File: config.mk
export PLATFORM = sky130hd
export DESIGN_NAME = fpu_divider_seq
export DESIGN_NICKNAME = d
export VERILOG_FILES = /design/src/rtl/fpu_divider_seq.sv
export SDC_FILE = /design/constraint.sdc
export NUM_CORES = 1
export LEC_CHECK = 0
export CAP_MARGIN = 20
export CORE_ASPECT_RATIO = 0.8
export CORE_MARGIN = 3
export CORE_UTILIZATION = 53
export CTS_CLUSTER_DIAMETER = 60
export DETAILED_ROUTE_END_ITERATION = 12
export HOLD_SLACK_MARGIN = 0.03
export PLACE_DENSITY = 0.82
export SLEW_MARGIN = 40
export SYNTH_ARGS = -nofsm -noshare
export SYNTH_HDL_FRONTEND = slang
export SYNTH_SLANG_ARGS = --single-unit
File: constraint.sdc
create_clock -name clk -period 3.3 [get_ports clk]
set_input_delay 0.66 -clock clk [delete_from_list [all_inputs] [get_ports clk]]
set_output_delay 0.66 -clock clk [all_outputs]
set_load 0.1 [all_outputs]
File: src/rtl/fpu_divider_seq.sv
// fpu_divider_seq
//   Iterative IEEE-754 single-precision divider (floating1_in / floating2_in).
//   Radix-2 restoring mantissa division, one quotient bit per clock.
//   Results are truncated (round toward zero), and denormal inputs are
//   flushed to zero. Latency is fixed: special cases also run the full
//   division.
//
// Ports
//   clk                   : clock, rising edge
//   rst_n                 : asynchronous active-low reset
//   start_in              : operand-valid strobe, sampled only while idle
//   floating1_in          : dividend
//   floating2_in          : divisor
//   busy_out              : high from the cycle after start is accepted until done
//   done_out              : one-cycle pulse, result valid in that cycle
//   floating_division_out : registered quotient, held until the next done
module fpu_divider_seq #(
  parameter int D_WIDTH = 32,
  parameter int E_WIDTH = 8,
  parameter int M_WIDTH = 23,
  parameter int BIAS    = 127
) (
  input  logic               clk,
  input  logic               rst_n,
  input  logic               start_in,
  input  logic [D_WIDTH-1:0] floating1_in,
  input  logic [D_WIDTH-1:0] floating2_in,
  output logic               busy_out,
  output logic               done_out,
  output logic [D_WIDTH-1:0] floating_division_out
);

  localparam int Q_W   = M_WIDTH + 2;       // quotient bits
  localparam int R_W   = M_WIDTH + 3;       // remainder bits
  localparam int EXP_W = E_WIDTH + 2;       // signed exponent arithmetic
  localparam int CNT_W = $clog2(Q_W);

  localparam logic signed [EXP_W-1:0] EXP_INF  = EXP_W'(2**E_WIDTH - 1);
  localparam logic signed [EXP_W-1:0] EXP_ZERO = '0;
  localparam logic [D_WIDTH-1:0] QNAN =
    {1'b0, {E_WIDTH{1'b1}}, 1'b1, {(M_WIDTH-1){1'b0}}};

  typedef enum logic [1:0] {S_IDLE, S_DIVIDE, S_NORM, S_DONE} state_t;
  typedef enum logic [1:0] {SP_NONE, SP_NAN, SP_INF, SP_ZERO} special_t;

  state_t   state, state_next;
  special_t spec_r, spec_in;

  logic                    sign_r;
  logic signed [EXP_W-1:0] exp_r;
  logic [R_W-1:0]          rem_r;
  logic [M_WIDTH:0]        div_r;
  logic [Q_W-1:0]          quo_r;
  logic [CNT_W-1:0]        cnt_r;
  logic [D_WIDTH-1:0]      result_r;

  // Operand field decode
  logic               s1, s2;
  logic [E_WIDTH-1:0] e1, e2;
  logic [M_WIDTH-1:0] m1, m2;
  logic               a_nan, a_inf, a_zero, b_nan, b_inf, b_zero;
  logic signed [EXP_W-1:0] exp_in;

  always_comb begin
    s1 = floating1_in[D_WIDTH-1];
    s2 = floating2_in[D_WIDTH-1];
    e1 = floating1_in[D_WIDTH-2 -: E_WIDTH];
    e2 = floating2_in[D_WIDTH-2 -: E_WIDTH];
    m1 = floating1_in[M_WIDTH-1:0];
    m2 = floating2_in[M_WIDTH-1:0];

    a_nan  = (e1 == '1) && (m1 != '0);
    a_inf  = (e1 == '1) && (m1 == '0);
    a_zero = (e1 == '0);
    b_nan  = (e2 == '1) && (m2 != '0);
    b_inf  = (e2 == '1) && (m2 == '0);
    b_zero = (e2 == '0);

    if (a_nan || b_nan || (a_zero && b_zero) || (a_inf && b_inf))
      spec_in = SP_NAN;
    else if (a_inf || b_zero)
      spec_in = SP_INF;
    else if (a_zero || b_inf)
      spec_in = SP_ZERO;
    else
      spec_in = SP_NONE;

    exp_in = EXP_W'(e1) - EXP_W'(e2) + EXP_W'(BIAS);
  end

  // Restoring division step; the remainder stays below twice the divisor,
  // so a trial that does not borrow always fits back into R_W bits.
  logic [R_W:0]   trial;
  logic           trial_ok;
  logic [R_W-1:0] rem_next;
  logic [Q_W-1:0] quo_next;

  always_comb begin
    trial    = {1'b0, rem_r} - {{(R_W-M_WIDTH){1'b0}}, div_r};
    trial_ok = ~trial[R_W];
    rem_next = (trial_ok ? trial[R_W-1:0] : rem_r) << 1;
    quo_next = {quo_r[Q_W-2:0], trial_ok};
  end

  // Normalisation: quotient is in (2^23, 2^25), so at most one shift
  logic [M_WIDTH-1:0]      mant_n;
  logic signed [EXP_W-1:0] exp_n;
  logic [D_WIDTH-1:0]      norm_result;

  always_comb begin
    if (quo_r[Q_W-1]) begin
      mant_n = quo_r[Q_W-2:1];
      exp_n  = exp_r;
    end else begin
      mant_n = quo_r[M_WIDTH-1:0];
      exp_n  = exp_r - EXP_W'(1);
    end

    unique case (spec_r)
      SP_NAN:  norm_result = QNAN;
      SP_INF:  norm_result = {sign_r, {E_WIDTH{1'b1}}, {M_WIDTH{1'b0}}};
      SP_ZERO: norm_result = {sign_r, {(D_WIDTH-1){1'b0}}};
      default: begin
        if (exp_n >= EXP_INF)
          norm_result = {sign_r, {E_WIDTH{1'b1}}, {M_WIDTH{1'b0}}};
        else if (exp_n <= EXP_ZERO)
          norm_result = {sign_r, {(D_WIDTH-1){1'b0}}};
        else
          norm_result = {sign_r, exp_n[E_WIDTH-1:0], mant_n};
      end
    endcase
  end

  // State register
  always_ff @(posedge clk or negedge rst_n) begin
    if (!rst_n) state <= S_IDLE;
    else        state <= state_next;
  end

  // Next-state logic
  always_comb begin
    state_next = state;
    unique case (state)
      S_IDLE:   if (start_in) state_next = S_DIVIDE;
      S_DIVIDE: if (cnt_r == '0) state_next = S_NORM;
      S_NORM:   state_next = S_DONE;
      S_DONE:   state_next = S_IDLE;
      default:  state_next = S_IDLE;
    endcase
  end

  // Outputs
  always_comb begin
    busy_out              = (state == S_DIVIDE) || (state == S_NORM);
    done_out              = (state == S_DONE);
    floating_division_out = result_r;
  end

  // Datapath
  always_ff @(posedge clk or negedge rst_n) begin
    if (!rst_n) begin
      sign_r   <= 1'b0;
      spec_r   <= SP_NONE;
      exp_r    <= '0;
      rem_r    <= '0;
      div_r    <= '0;
      quo_r    <= '0;
      cnt_r    <= '0;
      result_r <= '0;
    end else begin
      unique case (state)
        S_IDLE: begin
          if (start_in) begin
            sign_r <= s1 ^ s2;
            spec_r <= spec_in;
            exp_r  <= exp_in;
            rem_r  <= {{(R_W-M_WIDTH-1){1'b0}}, 1'b1, m1};
            div_r  <= {1'b1, m2};
            quo_r  <= '0;
            cnt_r  <= CNT_W'(Q_W - 1);
          end
        end
        S_DIVIDE: begin
          rem_r <= rem_next;
          quo_r <= quo_next;
          cnt_r <= cnt_r - CNT_W'(1);
        end
        S_NORM:  result_r <= norm_result;
        default: ;
      endcase
    end
  end

endmodule

==> results of run 1 <==
-- worst min-delay path by stage --
stage               cells past startpoint       from         to
finish                                  1      rst_n  quo_r[17]
global route                            1      rst_n  quo_r[17]
CTS                                     1      rst_n  quo_r[17]
detailed placement                      2  div_r[23]  div_r[23]
global placement                        2  div_r[23]  div_r[23]
floorplan                               0      rst_n   cnt_r[0]
-- where the power goes --
| part | internal [W] | switching, W |
|---|---|---|
| combinational | 0.00258 | 0.00410 |
| sequential | 0.00215 | 0.000532 |
| clock | 0.00121 | 0.000713 |
| total | 0.00594 | 0.00534 |
-- worst max-delay path: stages, from the launching register on --
cell and delay [ns]:
dfrtp_1 0.40, inv_1 0.07, ha_1 0.23, fa_1 0.42, nand2b_1 0.19, a21oi_1 0.23
o211ai_1 0.16, a21oi_1 0.31, o22ai_2 0.22, buf_4 0.20, nand2b_1 0.31, o21ai_0 0.27
-- registers in the layout, indices dropped and copies added, names as in the netlist --
register,flops
cnt_r,5
div_r,24
exp_r,10
floating_division_out,32
quo_r,25
rem_r,26
sign_r,1
spec_r,2
state,2
-- placed cells by master (no fill, tap or decap), types with 3 or more instances in the layout --
cell / count
a21o_1: 15
a21oi_1: 52
a221o_1: 4
a22o_1: 35
a22oi_1: 12
a31oi_1: 10
a32oi_1: 3
buf_4: 64
bufinv_16: 3
clkbuf_16: 17
clkdlybuf4s50_1: 65
clkinvlp_4: 4
dfrtp_1: 127
ha_1: 44
inv_1: 53
mux2_2: 26
mux2i_1: 31
nand2_1: 51
nand2b_1: 11
nand3_1: 7
nand4_1: 13
nor2_1: 53
nor2b_1: 6
nor3_1: 15
nor4_1: 13
o211ai_1: 6
o21a_1: 6
o21ai_0: 55
o21bai_1: 3
o22ai_1: 3
o2bb2ai_1: 21
o31ai_1: 8
or2_2: 4
or3_1: 4
or4_1: 4
xnor2_1: 20
xor2_1: 22
-- layer usage --
metal / routed length [um] / vias to the layer above / global-route usage, % / share of wire (%)
li1: - / 3219 / - / -
met1: 9140 / 3204 / 34.2 / 47
met2: 8880 / 206 / 38.3 / 46
met3: 1060 / 25 / 4.91 / 5.5
met4: 289 / 0 / 7.79 / 1.5
met5: 0 / - / 0 / 0
-- area by class of cell --
class                      count  area share, %
tap                          184           2.37
sequential                   127           32.8
clock buffer                  20           4.60
clock inverter                12           1.65
multi-input combinational    594           44.7
timing repair buffer         130           11.9
inverter                      54           2.09
-- metrics by stage --
stage / hold WS (ns) / instance area, sq um / worst slack (ns) / cells
after global placement: 0.439 / 9090 / -0.128 / 1089
final: 0.162 / 9700 / 0.200 / 1121
after floorplan: 0.364 / 7880 / 0.487 / 817
after detailed placement: 0.442 / 9090 / -0.137 / 1089
after CTS: 0.159 / 9700 / 0.198 / 1121
after global routing: 0.177 / 9700 / 0.00896 / 1121
-- kinds of logic (layout without fill, tap and decap cells) --
logic type / count (synthesis) / after routing
XOR/XNOR: 42 / 42
multiplexers: 57 / 57
AND/OR/NAND/NOR: 193 / 193
buffers and inverters: 96 / 216
adder cells (fa/ha/maj): 46 / 46
flip-flops: 127 / 127
AO/OA/AOI/OAI: 256 / 256
==> impl_metrics.yaml, run 1 <==
run_status:
  outcome: "completed"
setup_path:
  cp-startpoint: "rem_r[0]"
  reg2reg_slack_ns: 0.20
  crit_type: "register to register"
  worstPathArrival_ns: 3.43
  worstSetupEndpointType: "register"
  worstPathMaxFanout: 7
  r2r-end: "rem_r[12]"
  worst_ep_required_time_ns: 3.63
  endpoint: "rem_r[12]"
  rr_worst_depth: 11
  r2r-start: "rem_r[0]"
  crit_path_start_kind: "register"
cells_and_area:
  final_layout_size_suffix_gt1_share_pct: 14.7
  final_core_util_pct: 67.4
  final-seq-area_sq_um: 3180
  nets: 1037
  area_delta_synth_final_pct: 23.1
  multi_input_area_sq_um: 4330
  n_antenna_cell: 0
  fillers: 1113
sta:
  relSlewSlack_pct: 59.6
  finalHoldViolCount: 0
  finalSetupTns_ns: 0
  fin_worst_skew_ns: 0.00918
  period_share_pct: 94.0
  worst_slew_pin_slew_ns: 0.606
  slew_viol_final: 0
  rsz0062_at_grt: "no"
  finalSetupViolCount: 0
  period_needed_ns: 3.10
  fmax_ghz: 0.323
clock_network:
  htree_levels: 4
  cts_tree: "done"
  post-cts-setup-buffers: 0
  postCtsHoldBufs: 0
  clk_pin_slew_ns: 0.06
  cts_root_buffer: "clkbuf_16"
  cts_num_sinks: 127
  worstSkewPairLatency_ns: 0.42
  clock_path_buffers: 2
  cts.repair.resized: 0
  cts_made_buffers: 17
synthesis:
  synthArstFlopShare_pct: 100
  syn_nets: 930
  syn_inst: 817
  synth_compound_area_share_pct: 22.5
  synth_top_area_share_pct: 40.3
  ys.flop_type: "dfrtp_1"
  synth-edff-count: 0
  yosys.area_share.simple_pct: 12.3
  avgSynthCellArea_sq_um: 9.65
  synth_cell_type_count: 63
  synth_top_family_by_area: "compound AO/OA/AOI/OAI gates"
  synth.most_common_cell: "dfrtp_1"
  synth_fa_ha_area_share_pct: 7.49
  yosysSeqAreaShare_pct: 40.3
  syn_area_sq_um: 7880
  ys_warn_count: 0
  synthXorXnorAreaFrac_pct: 4.67
  synth_commonest_cells: "dfrtp_1 (127), o21ai_0 (55), a21oi_1 (53), inv_1 (53), nor2_1 (53)"
  ys_ff_latch: 127
  synth.area.mux_share_pct: 7.65
  yosys-top-cells-area: "dfrtp_1 (40%), ha_1 (7.0%), mux2i_1 (3.9%), a22o_1 (3.9%), mux2_2 (3.7%)"
  synth.largest_area_cell: "dfrtp_1"
place:
  port_buffers: 100
  dp_hpwl_um: 14200
  gp_congestion: 0.935
grt:
  grt_antenna_before_repair: 0
  grt_max_degree: 50
  grt.overflow.total: 0
  grt_pass1_vias: 6426
  grt_pass1_wl_um: 32000
  grt_usage_pct: 24.4
pwr:
  p_total_w: 0.0113
  powerDensity_nw_per_um2: 1160
  peakVddDrop_uv: 704
  p_leak_nw: 4.31
detailed_routing:
  avgRoutedWirePerCell_um: 17.3
  drt_iter0_markers: 399
  drt_pre_antenna_iters: 5
  viasPerCell: 5.94
  antenna_left: 0
  routed_wl_um: 19400
  vias: 6654
  drcViolationCount: 0
floorplanning:
  die_width_um: 142
  row_count: 39
  io_pins: 101
  fp.dieArea_sq_um: 16400
  coreArea_sq_um: 14400
  start_util_pct: 54.8
  die_h_um: 115
worst_hold_path:
  hp-class: "input port to asynchronous set/reset pin"
job:
  cap_violations: 0
(Power assumes the default switching activity.)
==> inputs of run 2 (changes only) <==
CELL_PAD_IN_SITES_DETAIL_PLACEMENT = 2   (was unset)
CELL_PAD_IN_SITES_GLOBAL_PLACEMENT = 2   (was unset)
CORE_UTILIZATION = 35   (was 53)
PLACE_DENSITY = unset   (was 0.82)
PLACE_DENSITY_LB_ADDON = 0.08   (was unset)
==> run 2 against run 1 <==
Non-clock buffer count is 5 higher. Utilization fell by 22 points. Largest cell class unchanged. Die area increased by 49%.
==> impl_metrics.yaml, run 2 (synthesis gave the netlist of run 1 again) <==
run_status:
  outcome: "completed"
sta:
  period_needed_ns: 3.13
  finalHoldViolCount: 0
  slew_viol_final: 0
  relSlewSlack_pct: 55.7
  period_share_pct: 94.8
  worst_slew_pin_slew_ns: 0.655
  fmax_ghz: 0.320
  finalSetupViolCount: 0
  fin_worst_skew_ns: 0.0119
detailed_routing:
  drcViolationCount: 0
  routed_wl_um: 26200
  antenna_left: 0
  avgRoutedWirePerCell_um: 21.1
  vias: 6862
  drt_pre_antenna_iters: 5
  viasPerCell: 5.52
  drt_iter0_markers: 328
setup_path:
  worstPathArrival_ns: 3.45
  rr_worst_depth: 10
  worst_ep_required_time_ns: 3.63
  crit_type: "input port to register"
  worstSetupEndpointType: "register"
  worstPathMaxFanout: 4
  cp_cell_sequence: "clkdlybuf4s50_1 -> ha_1 -> inv_1 -> fa_1 -> a21o_1 -> a21oi_1 -> nor2b_1 -> o311a_1 -> a21oi_2 -> o31ai_1 -> xor2_1 -> o21ai_0"
  r2r-start: "rem_r[9]"
  crit_path_start_kind: "input port"
  max_stage_delay_ns: 0.50
  reg2reg_slack_ns: 0.20
  r2r-end: "rem_r[22]"
  crit_slowest_cell: "clkdlybuf4s50_1"
pwr:
  peakVddDrop_uv: 464
  p_seq_share_pct: 22.5
  internal_power_w: 0.00608
  pwr-share-clk_pct: 17.2
  powerDensity_nw_per_um2: 1210
  switchingPower_w: 0.00597
  p_leak_nw: 4.39
  swShare_pct: 49.5
  p_total_w: 0.0121
  pwr-share-comb_pct: 60.3
clock_network:
  worstSkewPairLatency_ns: 0.43
  clock_path_buffers: 2
  cts_made_buffers: 17
  clk_pin_slew_ns: 0.07
  postCtsHoldBufs: 0
  cts_root_buffer: "clkbuf_16"
  cts_tree: "done"
  htree_levels: 4
  cts_num_sinks: 127
cells_and_area:
  final_cell_mix: "dfrtp_1 (127), buf_4 (66), clkdlybuf4s50_1 (65)"
  area_delta_synth_final_pct: 26.5
  final_common_cell: "dfrtp_1"
  final_cells: 1242
  largest_register_ffs: 32
  n_antenna_cell: 0
  final_layout_size_suffix_gt1_share_pct: 15.9
  final_core_util_pct: 45.6
  nets: 1042
floorplanning:
  die_h_um: 140
  row_count: 48
  die_width_um: 174
  io_pins: 101
  coreArea_sq_um: 21900
  fp.dieArea_sq_um: 24400
  start_util_pct: 36.1
grt:
  grt_antenna_before_repair: 1
  grt_pass1_vias: 7792
  grt_usage_pct: 22.1
  grt_pass1_wl_um: 43400
  grt.overflow.total: 0
  grt_max_degree: 58
place:
  dp.cells: 1209
  port_buffers: 100
  gp_congestion: 0.835
  dp_hpwl_um: 19200
job:
  cap_violations: 0
worst_hold_path:
  hp-class: "input port to asynchronous set/reset pin"
## run 2: cell types whose count changed in the layout (fill, tap and decap cells not counted), sizes merged
| cell | previous run | this run |
|---|---|---|
| clkinvlp | 4 | 1 |
| clkbuf | 20 | 17 |
| inv | 56 | 64 |
| clkinv | 3 | 1 |
| buf | 65 | 70 |
## run 2: worst max path at each step
stage | depth (start not counted) | to | start
6_report | 12 | exp_r[8] | floating2_in[23]
5_1_grt | 12 | exp_r[8] | floating2_in[23]
4_1_cts | 11 | exp_r[9] | floating2_in[23]
3_5_place_dp | 11 | exp_r[9] | floating2_in[23]
3_3_place_gp | 11 | exp_r[9] | floating2_in[23]
2_1_floorplan | 11 | exp_r[9] | floating1_in[23]
## run 2: worst max-delay path, delay by kind of cell
kind	cells	cell delay, ns
AOI/OAI and AO/OA	6	1.35
adders and majority gates	2	0.63
buffers and inverters	2	0.56
xor gates and xnor gates	1	0.16
and+or+nand+nor	1	0.10
## run 2: final cells by class
type                    count  area (sq um)
well taps                 300           375
fillers                  2355         11900
repair buffers            135          1210
multi-input cells         594          4370
clock inverters            15           214
flip-flops and latches    127          3180
inverters                  54           203
clock buffers              17           425
## run 2: timing repair
| action | 4_1_cts | 5_1_grt |
|---|---|---|
| pin swaps | 0 | 1 |
| setup buffers | 0 | 1 |
| gates resized for setup | 2 | 7 |
| setup endpoints to repair | 20 | 17 |
## run 2: per-stage QoR
step / hold slack (ns) / setup TNS (ns) / area (sq um) / setup WS, ns
finish: 0.187 / 0 / 9970 / 0.173
CTS: 0.324 / 0 / 9930 / 0.149
global route: 0.224 / -0.0241 / 9970 / -0.0241
global placement: 0.436 / -0.233 / 9280 / -0.123
detailed placement: 0.441 / -0.933 / 9280 / -0.287
floorplan: 0.364 / 0 / 7880 / 0.487
## run 2: routing by layer
layer | GRT usage (%) | share of wire (%)
met5 | 0 | 0.046
met4 | 4.10 | 0.85
met3 | 4.20 | 3.3
met2 | 36.8 | 48
met1 | 30.4 | 48
## run 2: power by group through the flow
| stage | registers (W) | logic (W) | clock network (W) |
|---|---|---|---|
| final | 0.00272 | 0.00727 | 0.00207 |
| after global routing | 0.00281 | 0.00803 | 0.00219 |
| after CTS | 0.00272 | 0.00721 | 0.00212 |
| after detailed placement | 0.00274 | 0.00705 | 0 |
| after global placement | 0.00268 | 0.00672 | 0 |
| after floorplan | 0.00314 | 0.00452 | 0 |
==> inputs of run 3 (changes only) <==
CORE_MARGIN = 1   (was 3)
==> run 3 against run 2 <==
Utilization is essentially flat. Combinational power rose by 2%. Worst setup slack got worse by 0.029 ns. Critical endpoint is now rem_r[5]. Critical path type is now register to register. Maximum frequency is 0.91% lower.
==> impl_metrics.yaml, run 3 (synthesis gave the netlist of run 1 again) <==
setup_path:
  worst_ep_required_time_ns: 3.58
  crit_slowest_cell: "mux2_2"
  max_stage_delay_ns: 0.41
  worstSetupEndpointType: "register"
  rr_worst_depth: 9
  crit_type: "register to register"
  crit_path_start_kind: "register"
  worstPathMaxFanout: 4
  cp_cell_sequence: "ha_1 -> a21o_1 -> or3_1 -> o211ai_1 -> a21oi_1 -> o22ai_4 -> mux2_2 -> a32oi_1 -> o21ai_0"
  worstPathArrival_ns: 3.43
grt:
  grt_pass1_wl_um: 41500
  grt_max_degree: 59
  grt_antenna_before_repair: 0
  grt_usage_pct: 23.2
  grt.overflow.total: 0
  grt_pass1_vias: 7548
detailed_routing:
  viasPerCell: 5.48
  drt_iter0_markers: 332
  vias: 6799
  avgRoutedWirePerCell_um: 20.6
  antenna_left: 0
  drt_pre_antenna_iters: 6
  drcViolationCount: 0
  routed_wl_um: 25600
place:
  gp_congestion: 0.890
  place_area_sq_um: 9320
  dp_hpwl_um: 19400
  port_buffers: 100
cells_and_area:
  nets: 1041
  final_cell_mix: "dfrtp_1 (127), clkdlybuf4s50_1 (65), buf_4 (63)"
  postLayoutCellArea_sq_um: 9940
  fillers: 2313
  final_layout_size_suffix_gt1_share_pct: 15.6
  final_common_cell: "dfrtp_1"
  area_delta_synth_final_pct: 26.1
  n_antenna_cell: 0
  largest_register_ffs: 32
  final_core_util_pct: 45.6
clock_network:
  cts_tree: "done"
  post-cts-setup-buffers: 0
  clock_path_buffers: 2
  htree_levels: 4
  postCtsHoldBufs: 0
  cts.repair.resized: 0
  clk_pin_slew_ns: 0.07
  cts_root_buffer: "clkbuf_16"
  cts_made_buffers: 17
  cts_num_sinks: 127
  worstSkewPairLatency_ns: 0.43
sta:
  fmax_ghz: 0.317
  relSlewSlack_pct: 60.0
  fin_worst_skew_ns: 0.0105
  finalSetupViolCount: 0
  period_share_pct: 95.6
  worst_slew_pin_slew_ns: 0.592
  rsz0062_at_grt: "no"
  slew_viol_final: 0
  finalHoldViolCount: 0
  period_needed_ns: 3.16
job:
  cap_violations: 0
run_status:
  outcome: "completed"
floorplanning:
  row_count: 48
  fp.dieArea_sq_um: 23100
  die_width_um: 170
  die_h_um: 136
  start_util_pct: 36.2
  io_pins: 101
  coreArea_sq_um: 21800
worst_hold_path:
  hp-class: "input port to asynchronous set/reset pin"
pwr:
  powerDensity_nw_per_um2: 1200
  peakVddDrop_uv: 465
  p_total_w: 0.0120
  p_leak_nw: 4.36
[run 3: final timing paths]
kind	startpoint	endpoint	slack, ns
setup / recovery	rem_r[5]	rem_r[5]	0.14
hold / removal	rst_n	floating_division_out[16]	0.21
setup reg to reg	rem_r[5]	rem_r[5]	0.14
hold reg to reg	div_r[23]	div_r[23]	0.47
max in group asynchronous	rst_n	rem_r[7]	2.25
min in group clk	div_r[23]	div_r[23]	0.47
[run 3: where the power goes]
group	internal [W]	leakage, nW	switching, W	total [W]
Clock	0.00102	0.288	0.000874	0.00189
Sequential	0.00215	1.61	0.000540	0.00269
Combinational	0.00280	2.46	0.00459	0.00738
Total	0.00597	4.36	0.00600	0.0120
[run 3: critical path: cells and delay by family, from the launching register on]
family	cells	cell delay, ns
AO/OA/AOI/OAI	6	1.51
adder cells (fa/ha/maj)	1	0.37
flip-flops	1	0.40
multiplexers	1	0.41
AND/OR/NAND/NOR	1	0.32
[run 3: through the flow]
step / cells / setup TNS [ns] / setup WS (ns) / hold WS [ns]
final: 1241 / 0 / 0.144 / 0.210
after global placement: 1209 / -0.221 / -0.115 / 0.436
after floorplan: 817 / 0 / 0.487 / 0.364
after CTS: 1241 / 0 / 0.0947 / 0.337
after detailed placement: 1209 / -0.868 / -0.320 / 0.454
after global routing: 1241 / 0 / 0.0101 / 0.226
[run 3: final cells by class]
type	count	area, sq um	share of cell area [%]
clock inverter	15	163	1.64
timing repair buffer	134	1230	12.4
clock buffer	17	425	4.28
sequential	127	3180	32.0
multi-input combinational	594	4360	43.9
tap	300	375	3.78
inverter	54	203	2.04
[run 3: routing by layer]
layer	vias to the layer above	global-route usage, %	routed length (um)
li1	3213	-	-
met1	3478	30.9	12400
met2	92	39.5	12300
met3	16	4.19	674
met4	0	4.45	229
met5	-	0	0
